[src/rtl/decoder_scan_ctrl.sv]
// decoder_scan_ctrl: scan sequencer that feeds the sel/en inputs of a 2-to-4 decoder.
// Visits each enabled channel in ascending order and holds it for DWELL_CYCLES cycles.
// It can run one frame or loop frames, and it flags busy and end-of-frame.
// Optional build macro BLANK_GAP_EN: adds one blanking cycle (sel_en=0) at every
// channel boundary. During that cycle sel keeps the old channel, which avoids ghosting.
module decoder_scan_ctrl #(
    parameter int CNT_W        = 8,
    parameter int DWELL_CYCLES = 4
) (
    input  logic       clk,
    input  logic       rst,
    input  logic       start,
    input  logic       stop,
    input  logic       continuous,
    input  logic [3:0] chan_mask,
    output logic [1:0] sel,
    output logic       sel_en,
    output logic       busy,
    output logic       frame_done
);

    localparam logic [CNT_W-1:0] LAST_CNT = CNT_W'(DWELL_CYCLES - 1);

`ifdef BLANK_GAP_EN
    typedef enum logic [1:0] {
        ST_IDLE  = 2'd0,
        ST_DWELL = 2'd1,
        ST_GAP   = 2'd2
    } state_t;
`else
    typedef enum logic [1:0] {
        ST_IDLE  = 2'd0,
        ST_DWELL = 2'd1
    } state_t;
`endif

    state_t           state;
    logic [CNT_W-1:0] cnt;
    logic [1:0]       first_chan;
    logic [1:0]       next_chan;
    logic [1:0]       cand;
    logic             found;
    logic             wrap;
`ifdef BLANK_GAP_EN
    logic [1:0]       next_sel;
`endif

    // Lowest enabled channel: this is where a new scan begins.
    always_comb begin
        first_chan = 2'd0;
        for (int i = 3; i >= 0; i--) begin
            if (chan_mask[i]) begin
                first_chan = 2'(i);
            end
        end
    end

    // Next enabled channel above the current one, wrapping 3 -> 0.
    // Reaching a channel at or below the current one means the frame has ended.
    always_comb begin
        next_chan = sel;
        found     = 1'b0;
        cand      = sel;
        for (int k = 1; k <= 4; k++) begin
            cand = sel + 2'(k);
            if (!found && chan_mask[cand]) begin
                next_chan = cand;
                found     = 1'b1;
            end
        end
        wrap = (next_chan <= sel);
    end

    // Scan state machine. Every output is registered, and stop takes priority over everything except reset.
    always_ff @(posedge clk) begin
        if (rst) begin
            state      <= ST_IDLE;
            cnt        <= '0;
            sel        <= 2'd0;
            sel_en     <= 1'b0;
            busy       <= 1'b0;
            frame_done <= 1'b0;
`ifdef BLANK_GAP_EN
            next_sel   <= 2'd0;
`endif
        end else begin
            frame_done <= 1'b0;
            case (state)
                ST_IDLE: begin
                    cnt <= '0;
                    if (start && !stop && (chan_mask != 4'd0)) begin
                        state  <= ST_DWELL;
                        sel    <= first_chan;
                        sel_en <= 1'b1;
                        busy   <= 1'b1;
                    end
                end

                ST_DWELL: begin
                    if (stop) begin
                        state  <= ST_IDLE;
                        cnt    <= '0;
                        sel_en <= 1'b0;
                        busy   <= 1'b0;
                    end else if (cnt != LAST_CNT) begin
                        cnt <= cnt + CNT_W'(1);
                    end else begin
                        cnt <= '0;
                        if ((chan_mask == 4'd0) || (wrap && !continuous)) begin
                            frame_done <= 1'b1;
                            state      <= ST_IDLE;
                            sel_en     <= 1'b0;
                            busy       <= 1'b0;
                        end else begin
                            frame_done <= wrap;
`ifdef BLANK_GAP_EN
                            state      <= ST_GAP;
                            sel_en     <= 1'b0;
                            next_sel   <= next_chan;
`else
                            sel        <= next_chan;
`endif
                        end
                    end
                end

`ifdef BLANK_GAP_EN
                ST_GAP: begin
                    cnt <= '0;
                    if (stop) begin
                        state  <= ST_IDLE;
                        sel_en <= 1'b0;
                        busy   <= 1'b0;
                    end else begin
                        state  <= ST_DWELL;
                        sel    <= next_sel;
                        sel_en <= 1'b1;
                    end
                end
`endif

                default: begin
                    state  <= ST_IDLE;
                    cnt    <= '0;
                    sel_en <= 1'b0;
                    busy   <= 1'b0;
                end
            endcase
        end
    end

endmodule
[config.mk]
export PLATFORM = sky130hd
export DESIGN_NAME = decoder_scan_ctrl
export DESIGN_NICKNAME = d
export VERILOG_FILES = /design/src/rtl/decoder_scan_ctrl.sv
export SDC_FILE = /design/constraint.sdc
export NUM_CORES = 1
export LEC_CHECK = 0
export ABC_CLOCK_PERIOD_IN_PS = 2950
export BUFFER_PORTS_ARGS = -buffer_cell sky130_fd_sc_hd__buf_2
export CORE_MARGIN = 2
export CORE_UTILIZATION = 38
export CTS_CLUSTER_DIAMETER = 50
export DETAILED_ROUTE_END_ITERATION = 10
export SLEW_MARGIN = 10
export SYNTH_ARGS = -nofsm -noshare
export SYNTH_HDL_FRONTEND = slang
export SYNTH_SLANG_ARGS = --single-unit
[constraint.sdc]
create_clock -name clk -period 2.95 [get_ports clk]
set_input_delay 0.295 -clock clk [delete_from_list [all_inputs] [get_ports clk]]
set_output_delay 0.295 -clock clk [all_outputs]
set_load 0.05 [all_outputs]
Yosys cells after proc, flatten, opt, wreduce, memory -nomap -nowiden. Cells that the tools add are included.

Register bits after elaboration: 14. Bits of input ports: 9. Word-level logic and storage cells: 79. Output and inout port bits: 5.

Muxes and demuxes: 35. Bitwise logic cells: 2. Equality and inequality tests: 8. Reductions and logical operators: 20. Add/subtract/negate cells: 4. Magnitude comparators: 5.

Operators with widths (count): $mux W2 (16); $lt A2 B3 Y1 const B (4); $mux W1 (12); $add A8 B1 Y8 const B (1); $bmux W1 S2 (4); $ne A2 B2 Y1 const B (4); $ne A8 B2 Y1 const B (1); $pmux W2 S2 (2); $reduce_or A4 Y1 (2); $logic_and A1 B1 Y1 (6); $ne A3 B3 Y1 const B (2); $logic_not A1 Y1 (5); $reduce_and A5 Y1 (1); $add A2 B2 Y2 const B (2); $logic_not A4 Y1 (1); $reduce_bool A4 Y1 (1); $reduce_and A3 Y1 (1); $add A2 B1 Y2 const B (1); $eq A2 B1 Y1 const B (1); $le A2 B2 Y1 (1); $logic_not A2 Y1 (1); $not A1 Y1 (2); $pmux W1 S2 (1); $reduce_bool A2 Y1 (1); $logic_or A1 B1 Y1 (1).

Logic depth before layout (Yosys ltp).
Depth in word-level cells: 20. Gate-level depth with buffers: 9. Depth with buffers taken out: 8.

Least setup slack after synthesis. No wires, ideal clock.

Kind: register to register. Start: register sel[1]. End: register sel[0]. Period minus slack after synthesis: 2.261 ns. Arrival: 2.173 ns. Stages on the path, launching flop included: 9. Path slack: 0.689 ns. Path through: dfxtp_1 > clkbuf_1 > mux2i_1 > o22ai_1 > nor2_1 > ha_1 > a32oi_1 > a211oi_1 > a311oi_2.

Longest elaborated chain between the ends: 18. Elaborated cells between the ends (all ways): 33. Classes of those cells: 3 x add/sub; 1 x order compare; 1 x eq/ne; 19 x mux; 9 x reduce/logical.

RTL lines: start, declared (line 16) `output logic [1:0] sel,`; start signal, assigned (line 93) `sel <= first_chan;`; start signal, assigned (line 121) `sel <= next_chan;`; $add A2 B1 Y2 (line 65) `cand = sel + 2'(k);`; $bmux W1 S2 (line 66) `if (!found && chan_mask[cand]) begin`; $mux W1 (implied by the code) (line 66); $mux W1 (line 66); $logic_not A1 Y1 (line 66); $logic_and A1 B1 Y1 (line 66); $mux W1 (line 66); $logic_not A1 Y1 (line 66); (+2 left out); $logic_not A1 Y1 (line 66); $logic_and A1 B1 Y1 (line 66); $mux W2 (line 66); $le A2 B2 Y1 (line 71) `wrap = (next_chan <= sel);`; $logic_and A1 B1 Y1 (line 109) `if ((chan_mask == 4'd0) || (wrap && !continuous)) begin`; $logic_or A1 B1 Y1 (line 109); $ne A2 B2 Y1 (no line); $reduce_and A5 Y1 (no line).

Parallel ways exist; a longest one is shown, timed or not. The select of a mux whose other input is x is not followed. A chain may end at the register's enable or synchronous reset.

Worst setup path after layout.
Start: register sel[0]. End: register sel[0].

Same word-level chain as after synthesis.

==> out/results.ini <==
[synth]
syn-cell-area_um2=752
synth_area_per_cell_um2=8.64
async_reset_ff_frac=0
synth_fp_nets=99
ys_top_cells_by_area=dfxtp_1, nor2_1, xor2_1
seq_area_frac_synth=0.319
synth-seq-cells=12
yosysTopAreaCell=dfxtp_1
synth_edf_count=0
netlist.area_leader.share=0.319
synth_most_common_cell=nor2_1
yosys_most_used_dff=dfxtp_1
yosysWarnings=0
synth_cell_types=34
synth_common_cells=nor2_1, dfxtp_1, nand3_1
syn_inst=87

[place]
gp_congestion=0.893
place_hpwl_um=1120
placed_cell_area_um2=828
place_ws_ns=0.814
port_buffers=13

[detailed_routing]
ant_nets=0
firstDrtPassIters=4
drtIter0Drc=14
vias_per_cell=5.08
num_vias=650
drc_errors=0
totalWireLength_um=1470
wire_per_inst_um=11.5

[timing]
worst_slew_pin_slew_ns=0.631
tns_ns=0
slew_viol_final=0
max_slew_margin=0.574
setup_ws_ns=0.860
fmax_mhz=478
setup_viol=0
hold_violations=0
rsz0062_at_grt=false
finalCriticalPeriod_ns=2.09
fin_crit_sh=0.709
finClkSkew_ns=0.00138

[cts]
cts_tree=done
numClockSinks=12
htreeDepth=1
clockRootBuffer=clkbuf_4
cts_max_path_buffers=2
hold_buffers=0
clk_pin_slew_ns=0.08
numCtsBuffers=3
cts_resized=0
insertion_delay_ns=0.27
cts_setup_buffers=0

[power_and_ir_drop]
p_sw_frac=0.284
pwr-share-clk=0.355
internal_power_mw=0.268
vdd_ir_drop_max_v=0.000170
power.switching_mw=0.107
power.density_nw_per_um2=433
leakage_nw=0.337
power_frac_seq=0.457
combPwrFrac=0.188

[run]
maxCapViolCount=0

[setup_path]
cp-end-kind=register
crit_start=sel[0]$_SDFFE_PP0P_
reg2reg_to=sel[0]$_SDFFE_PP0P_
crit_arrival_ns=2.28
crit_type=reg2reg
crit_path_start_kind=register
timing.rr.start=sel[0]$_SDFFE_PP0P_
required_ns=3.14
rr_worst_depth=8
cp_max_fo=7
rrSetupSlack_ns=0.86

[cells_and_area]
antennaDiodeCount=0
fin_nets=114
synthToLayoutAreaGrowth_pct=15.0
final_area_um2=865
drive_above_1_share=0.238

[global_route]
grt_overflow=0
grt_pass1_wl_um=2620
grt_antenna_before_repair=0
grt_pass1_vias=608
grt_max_degree=12
grt_usage=0.141

[die]
die-area_um2=2350
dieWidth_um=48.5
io_pins=14
core_um2=1920
initial_core_util=0.391
die_h_um=48.5
num_rows=16

[status]
outcome=finished, final reports clean

[min_path]
hold_path_depth=2
min_to=sel[0]$_SDFFE_PP0P_
hp-start=rst
min_path_type=in2reg

-- area by class of cell --
cell class	count	area, um^2
Fill cell	200	1060
Multi-Input combinational cell	67	470
Sequential cell	12	240
Timing Repair Buffer	13	65.1
Clock buffer	4	36.3
Tap cell	27	33.8
Inverter	5	18.8
-- worst max-delay path, stage by stage (launching register included) --
cell	delay (ns)
dfxtp_1	0.47
o21a_1	0.16
o21ai_0	0.09
and3_1	0.18
ha_1	0.31
nand2b_1	0.08
a32oi_1	0.32
a211oi_1	0.15
a311oi_2	0.25
-- layer usage --
| layer | GRT usage | wire length [um] |
|---|---|---|
| met2 | 0.211 | 655 |
| met4 | 0.0571 | 13 |
| met3 | 0.0278 | 31 |
| met1 | 0.198 | 768 |
| met5 | 0 | 0 |
-- cell families (layout without fill, tap and decap cells) --
| kind of cell | after synthesis | after routing | share of synthesized area |
|---|---|---|---|
| AOI/OAI and AO/OA | 17 | 17 | 0.173 |
| DFF | 12 | 12 | 0.319 |
| and+or+nand+nor | 40 | 40 | 0.319 |
| buffers and inverters | 8 | 22 | 0.0549 |
| adders and majority gates | 3 | 3 | 0.0499 |
| xor gates and xnor gates | 6 | 6 | 0.0699 |
| muxes | 1 | 1 | 0.0133 |
-- power by group through the flow --
stage / sequential (mW) / clock, mW / combinational, mW
floorplan: 0.180 / 0 / 0.0460
finish: 0.171 / 0.133 / 0.0703
global placement: 0.175 / 0 / 0.0692
global route: 0.172 / 0.145 / 0.0785
detailed placement: 0.175 / 0 / 0.0695
CTS: 0.171 / 0.136 / 0.0702
-- worst max path at each step --
stage                          endpoint  slack (ns)
finish              sel[0]$_SDFFE_PP0P_        0.86
global route        sel[0]$_SDFFE_PP0P_        0.60
CTS                 sel[0]$_SDFFE_PP0P_        0.88
detailed placement  sel[0]$_SDFFE_PP0P_        0.81
global placement    sel[0]$_SDFFE_PP0P_        0.87
floorplan           sel[0]$_SDFFE_PP0P_        0.69
-- registers in the layout, indices dropped and copies added (netlist names) --
name        count
busy            1
frame_done      1
cnt             8
sel             2
-- cells in the final DEF (no fill, tap or decap), types with 2 or more instances in the layout --
cell type / instances
nor4b_1: 2
nand3_1: 7
a211oi_1: 3
buf_2: 13
nor4_1: 2
nand2_1: 4
xor2_1: 5
o21ai_0: 2
inv_1: 5
clkbuf_4: 3
nand2b_1: 3
dfxtp_1: 12
ha_1: 3
nor2_1: 13
a21oi_1: 3
and3_1: 3
-- metrics by stage --
step / instances / hold slack (ns) / util / total power, mW
6_report: 128 / 0.222 / 0.450 / 0.375
3_5_place_dp: 124 / 0.463 / 0.431 / 0.244
5_1_grt: 128 / 0.217 / 0.450 / 0.396
3_3_place_gp: 124 / 0.456 / 0.431 / 0.244
2_1_floorplan: 87 / 0.363 / - / 0.226
4_1_cts: 128 / 0.219 / 0.450 / 0.377
(Power assumes the default switching activity.)
